`src/rtl/mem_wb_pkg.sv`:
```
// Shared definitions for the pipeline stage registers of the 16-bit core.
package mem_wb_pkg;

  localparam int unsigned DATA_W  = 16;
  localparam int unsigned RADDR_W = 3;

  // MEM -> WB payload, control bits first
  typedef struct packed {
    logic               RegWrite;
    logic               RegStore;
    logic [DATA_W-1:0]  PCP2;
    logic [DATA_W-1:0]  ALUResult;
    logic [DATA_W-1:0]  StoreMem;
    logic [RADDR_W-1:0] Rd;
  } mem_wb_t;

  localparam int unsigned MEM_WB_W = $bits(mem_wb_t);

  // Bubble value: no register-file write, all data fields cleared
  function automatic mem_wb_t mem_wb_bubble();
    mem_wb_t b;
    b = '0;
    return b;
  endfunction

endpackage

```
`src/rtl/mem_wb_pipe_reg.sv`:
```
// Generic pipeline flop: synchronous reset, clear and load enable.
// Priority: rst > clr > en > hold. Reset and clear both load zero.
module pipe_reg #(
  parameter int unsigned WIDTH = 1
) (
  input  logic             clk,
  input  logic             rst,
  input  logic             en,
  input  logic             clr,
  input  logic [WIDTH-1:0] d,
  output logic [WIDTH-1:0] q
);

  // Capture / clear / hold register
  always_ff @(posedge clk) begin
    if (rst) begin
      q <= '0;
    end else if (clr) begin
      q <= '0;
    end else if (en) begin
      q <= d;
    end
  end

endmodule

```
`src/rtl/mem_wb.sv`:
```
// MEM/WB pipeline register. Captures MEM-stage control and data on each
// enabled edge and presents them, registered, to write-back.
// Optional feature macro: MEM_WB_FLUSH_EN adds a Flush input that turns
// the captured slot into a bubble while keeping the data fields.
module mem_wb
  import mem_wb_pkg::*;
#(
  parameter int unsigned DATA_W  = mem_wb_pkg::DATA_W,
  parameter int unsigned RADDR_W = mem_wb_pkg::RADDR_W
) (
  input  logic               CLK,
  input  logic               Reset,
  input  logic               RegWrite,
`ifdef MEM_WB_FLUSH_EN
  input  logic               Flush,
`endif
  input  logic               IRegWrite,
  input  logic               IRegStore,
  input  logic [DATA_W-1:0]  IPCP2,
  input  logic [DATA_W-1:0]  IALUResult,
  input  logic [DATA_W-1:0]  IStoreMem,
  input  logic [RADDR_W-1:0] IRd,
  output logic               ORegWrite,
  output logic               ORegStore,
  output logic [DATA_W-1:0]  OPCP2,
  output logic [DATA_W-1:0]  OALUResult,
  output logic [DATA_W-1:0]  OStoreMem,
  output logic [RADDR_W-1:0] ORd
);

  localparam int unsigned CTRL_W = 2;
  localparam int unsigned DBUS_W = 3 * DATA_W + RADDR_W;

  logic              flush;
  logic [CTRL_W-1:0] ctrl_d, ctrl_q;
  logic [DBUS_W-1:0] data_d, data_q;
  logic              data_en;

`ifdef MEM_WB_FLUSH_EN
  assign flush = Flush;
`else
  assign flush = 1'b0;
`endif

  // A flushed slot keeps its data, so the data flops must not load either
  assign data_en = RegWrite & ~flush;

  assign ctrl_d = {IRegWrite, IRegStore};
  assign data_d = {IPCP2, IALUResult, IStoreMem, IRd};

  pipe_reg #(.WIDTH(CTRL_W)) u_ctrl (
    .clk (CLK),
    .rst (Reset),
    .en  (RegWrite),
    .clr (flush),
    .d   (ctrl_d),
    .q   (ctrl_q)
  );

  pipe_reg #(.WIDTH(DBUS_W)) u_data (
    .clk (CLK),
    .rst (Reset),
    .en  (data_en),
    .clr (1'b0),
    .d   (data_d),
    .q   (data_q)
  );

  assign {ORegWrite, ORegStore}             = ctrl_q;
  assign {OPCP2, OALUResult, OStoreMem, ORd} = data_q;

endmodule

```
`config.mk`:
```
export PLATFORM = sky130hd
export DESIGN_NAME = mem_wb
export DESIGN_NICKNAME = d
export VERILOG_FILES = /design/src/rtl/mem_wb_pkg.sv /design/src/rtl/mem_wb_pipe_reg.sv /design/src/rtl/mem_wb.sv
export SDC_FILE = /design/constraint.sdc
export NUM_CORES = 1
export LEC_CHECK = 0
export ABC_AREA = 1
export BUFFER_PORTS_ARGS = -buffer_cell sky130_fd_sc_hd__buf_2
export CAP_MARGIN = 20
export CORE_UTILIZATION = 44
export DETAILED_ROUTE_END_ITERATION = 12
export PLACE_DENSITY = 0.78
export RECOVER_POWER = 100
export SLEW_MARGIN = 20
export SYNTH_ARGS = -nofsm -noshare
export SYNTH_HDL_FRONTEND = slang
export SYNTH_HIERARCHICAL = 1
export SYNTH_SLANG_ARGS = --single-unit
```
`constraint.sdc`:
```
create_clock -name CLK -period 0.8 [get_ports CLK]
set_input_delay 0.16 -clock CLK [delete_from_list [all_inputs] [get_ports CLK]]
set_output_delay 0.16 -clock CLK [all_outputs]
set_load 0.005 [all_outputs]
```
# ---- Word level (Yosys, flattened, before mapping)
# Cells that the tools add are included.
dict set report totals {
  regBits 53
  in_bits 56
}

# ---- Logic depth before layout (Yosys ltp)
dict set report logic_depth {
  word_depth 0
  ltp_mapped 5
  depth_no_buf 4
}

# ---- By module
# The synthesis kept the hierarchy.
# module instances cells_each area_per_inst_um2 seq_area_each_um2
set by_module_without_submodules {}
lappend by_module_without_submodules {{pipe_reg (u_data)} 1 323 2069.5 1021.0}
lappend by_module_without_submodules {{pipe_reg (u_ctrl)} 1 13 88.8 40.0}
lappend by_module_without_submodules {mem_wb 1 1 3.8 0.0}

# ---- Worst setup path before layout
# OpenSTA, ideal clock, no wires.
dict set report synth_timing {
  path_type {input-to-reg}
  from {input RegWrite}
  to {register u_data.q[0]}
  arrival_time_ps 594
  path_slack_ps 93
  path_stages 4
  path_buffers 2
  cell_sequence {buf_4 -> buf_2 -> nor2_1 -> nor2_1}
}
# element line_no
set synth_lines {}
lappend synth_lines {{from (decl)} mem_wb.sv:13} ;# input logic RegWrite,
lappend synth_lines {{to (signal assigned)} mem_wb_pipe_reg.sv:17} ;# q <= '0;
lappend synth_lines {{to (signal assigned)} mem_wb_pipe_reg.sv:19} ;# q <= '0;
lappend synth_lines {{to (signal assigned)} mem_wb_pipe_reg.sv:21} ;# q <= d;
lappend synth_lines {{to (decl)} mem_wb_pipe_reg.sv:11} ;# output logic [WIDTH-1:0] q

# ---- Final worst setup path
dict set report layout_timing {
  from {register u_data.q[37]}
  to {output OPCP2[2]}
}
# element line_no
set layout_lines {}
lappend layout_lines {{to (decl)} mem_wb.sv:25} ;# output logic [DATA_W-1:0] OPCP2,
# No word-level cell between the ends.

==> results.txt <==
Status: finished with violations
Failing checks: negative setup slack
Final clock period utilization by the worst path: 113%
Max incr delay on CP: 0.34 ns
Critical path type: reg2out
Number of synthesized register bits: 53
Share of the synthesized area in the top cell type: 49.1%
Setup crit end kind: primary output
Pin count of the biggest net entering global routing: 33
Register area share after synthesis: 49.1%
Pre-CTS setup slack: -0.0811 ns
Cts bufs inserted: 5
Sequential Area: 0.00112 mm²
Port buffer count: 108
Worst Setup Start Kind: flop
Remaining DRCs: 0
Fin crit period: 0.904 ns
CP delay by family, top: flip-flops
P_leak: 0.00180 µW
Initial Util: 45.8%
Number of max-cap violations: 0
Antenna-violating nets left: 0
Post-synth cell types: 8
Initial DRC Count: 113
Post-Synthesis Cells: 337
Total Nets Final: 506
Share of cells above drive strength 1: 39.6%
DIE AREA: 0.00520 mm²
Worst-Skew Late Latency: 0.29 ns
Overflow after GRT: 0
Crit Path Max Fanout: 2
Peak supply drop: 0.00109 V
Via count: 2138
DR vias/cell: 4.14
Top cells by area, synth: dfxtp_1, nand2_1, nor2_1, inv_1, buf_2
Initial antenna violation count: 0
H-Tree Depth: 2
Crit-path cells: buf_2
Pwr/cell area: 1640 mW/mm²
Die X: 72.1 µm
CTS Sinks: 53
Pins Over Slew Limit: 0
First-pass GRT wire length: 7180 µm
Arr. time, crit path: 0.74 ns
Final number of hold-violating endpoints: 0
Io pins: 109
Yosys top cell by area: dfxtp_1
Routability cong.: 0.729
GR Util All Layers: 17.1%
F_max: 1110 MHz
Core Area: 0.00472 mm²
Worst min path class: in2reg
Mapped Area: 0.00216 mm²
Diodes inserted: 0
Multi-input logic area: 821 µm²
RSZ-0062 raised after global routing: true
Per-cell routed wire length: 9.00 µm
CTS tree: done
Worst Path Buf+Inv: 1
Area Growth Syn to Fin: 44.6%
Syn_area_per_cell: 6.42 µm²
Fillers: 440
Clock buffer depth: 2
Final Worst Setup Slack: -0.104 ns
Clk_skew: 0 ns
Clk slew on worst S/H paths: 0.09 ns
CP Data Required Time: 0.64 ns
Power, Total: 5120 µW
Die Span Y: 72.1 µm
Drt total wl: 4650 µm
First-pass DRT Iterations: 6
Vias in the first global route: 1767
Slowest cell on crit path: dfxtp_2
Core Rows: 25
Yosys warnings: 6
Dpl hpwl: 3290 µm
Clock root cell: clkbuf_8
Setup Viol. Count Final: 53
==> synthesized netlist by cell type <==
master	n
inv_1	53
buf_4	2
nor2_2	4
conb_1	1
nand2_1	106
dfxtp_1	53
buf_2	14
nor2_1	104
==> through the flow <==
stage	hold slack, ns	instances	setup TNS [ns]	utilization [%]	cell area, µm²
after floorplan	0.297	338	0	-	2170
after global placement	0.441	504	-0.442	60.1	2840
after detailed placement	0.452	504	-1.78	60.1	2840
after CTS	0.133	516	-5.57	64.9	3070
after global routing	0.156	517	-7.58	66.2	3130
final	0.141	517	-4.93	66.2	3130
==> worst paths after layout <==
check	start	end	slack, ns	cells after the start
min reg2reg	u_data/q[33]$_SDFFE_PP0P_	u_data/q[33]$_SDFFE_PP0P_	0.47	2
max reg2reg	u_data/q[43]$_SDFFE_PP0P_	u_data/q[43]$_SDFFE_PP0P_	0.10	3
min	IStoreMem[6]	u_data/q[9]$_SDFFE_PP0P_	0.14	5
max	u_data/q[37]$_SDFFE_PP0P_	OPCP2[2]	-0.10	1
==> cell type report <==
cell class / count / area share, %
well taps: 67 / 2.68
multi-input cells: 216 / 26.3
flip-flops and latches: 53 / 35.8
inverters: 53 / 6.37
repair buffers: 121 / 26.1
clock buffers: 7 / 2.76
==> state kept, by name, summed over array words and instances (netlist names) <==
name and cells:
u_data/q 51, u_ctrl/q 2
==> layer usage <==
layer / vias up / wire length (µm) / global-route usage, %
li1: 1165 / - / -
met4: 0 / 31 / 5.45
met2: 75 / 2220 / 30.2
met1: 894 / 2070 / 20.2
met3: 4 / 336 / 4.58
met5: - / 0 / 0
==> kinds of logic (layout without fill, tap and decap cells) <==
kind of cell / after synthesis / count (layout) / synth area share (%)
flops: 53 / 53 / 49.1
buf+inv: 69 / 181 / 13.1
simple gates: 214 / 214 / 37.6
other cells: 1 / 2 / 0.173
==> layout by cell type (no fill, tap or decap) <==
cell type	count
dfxtp_2	47
clkbuf_1	1
clkbuf_2	1
clkbuf_4	1
nand2_1	106
clkbuf_8	6
nor2_2	4
buf_12	5
buf_2	88
inv_1	53
buf_4	8
dfxtp_1	6
buf_6	18
nor2_1	104
conb_1	2
==> report_power, final <==
group	internal, µW	switching, µW	leakage, µW
Clock	689	803	0.0000443
Sequential	2770	61.8	0.000453
Combinational	417	385	0.00131
==> timing repair <==
action / 4_1_cts / 5_1_grt
setup endpoints to repair: 53 / 53
setup buffers: 5 / 1
hold buffers: 0 / 0
gates resized for setup: 57 / 14
Note: power is estimated with default switching activity, not from simulation.
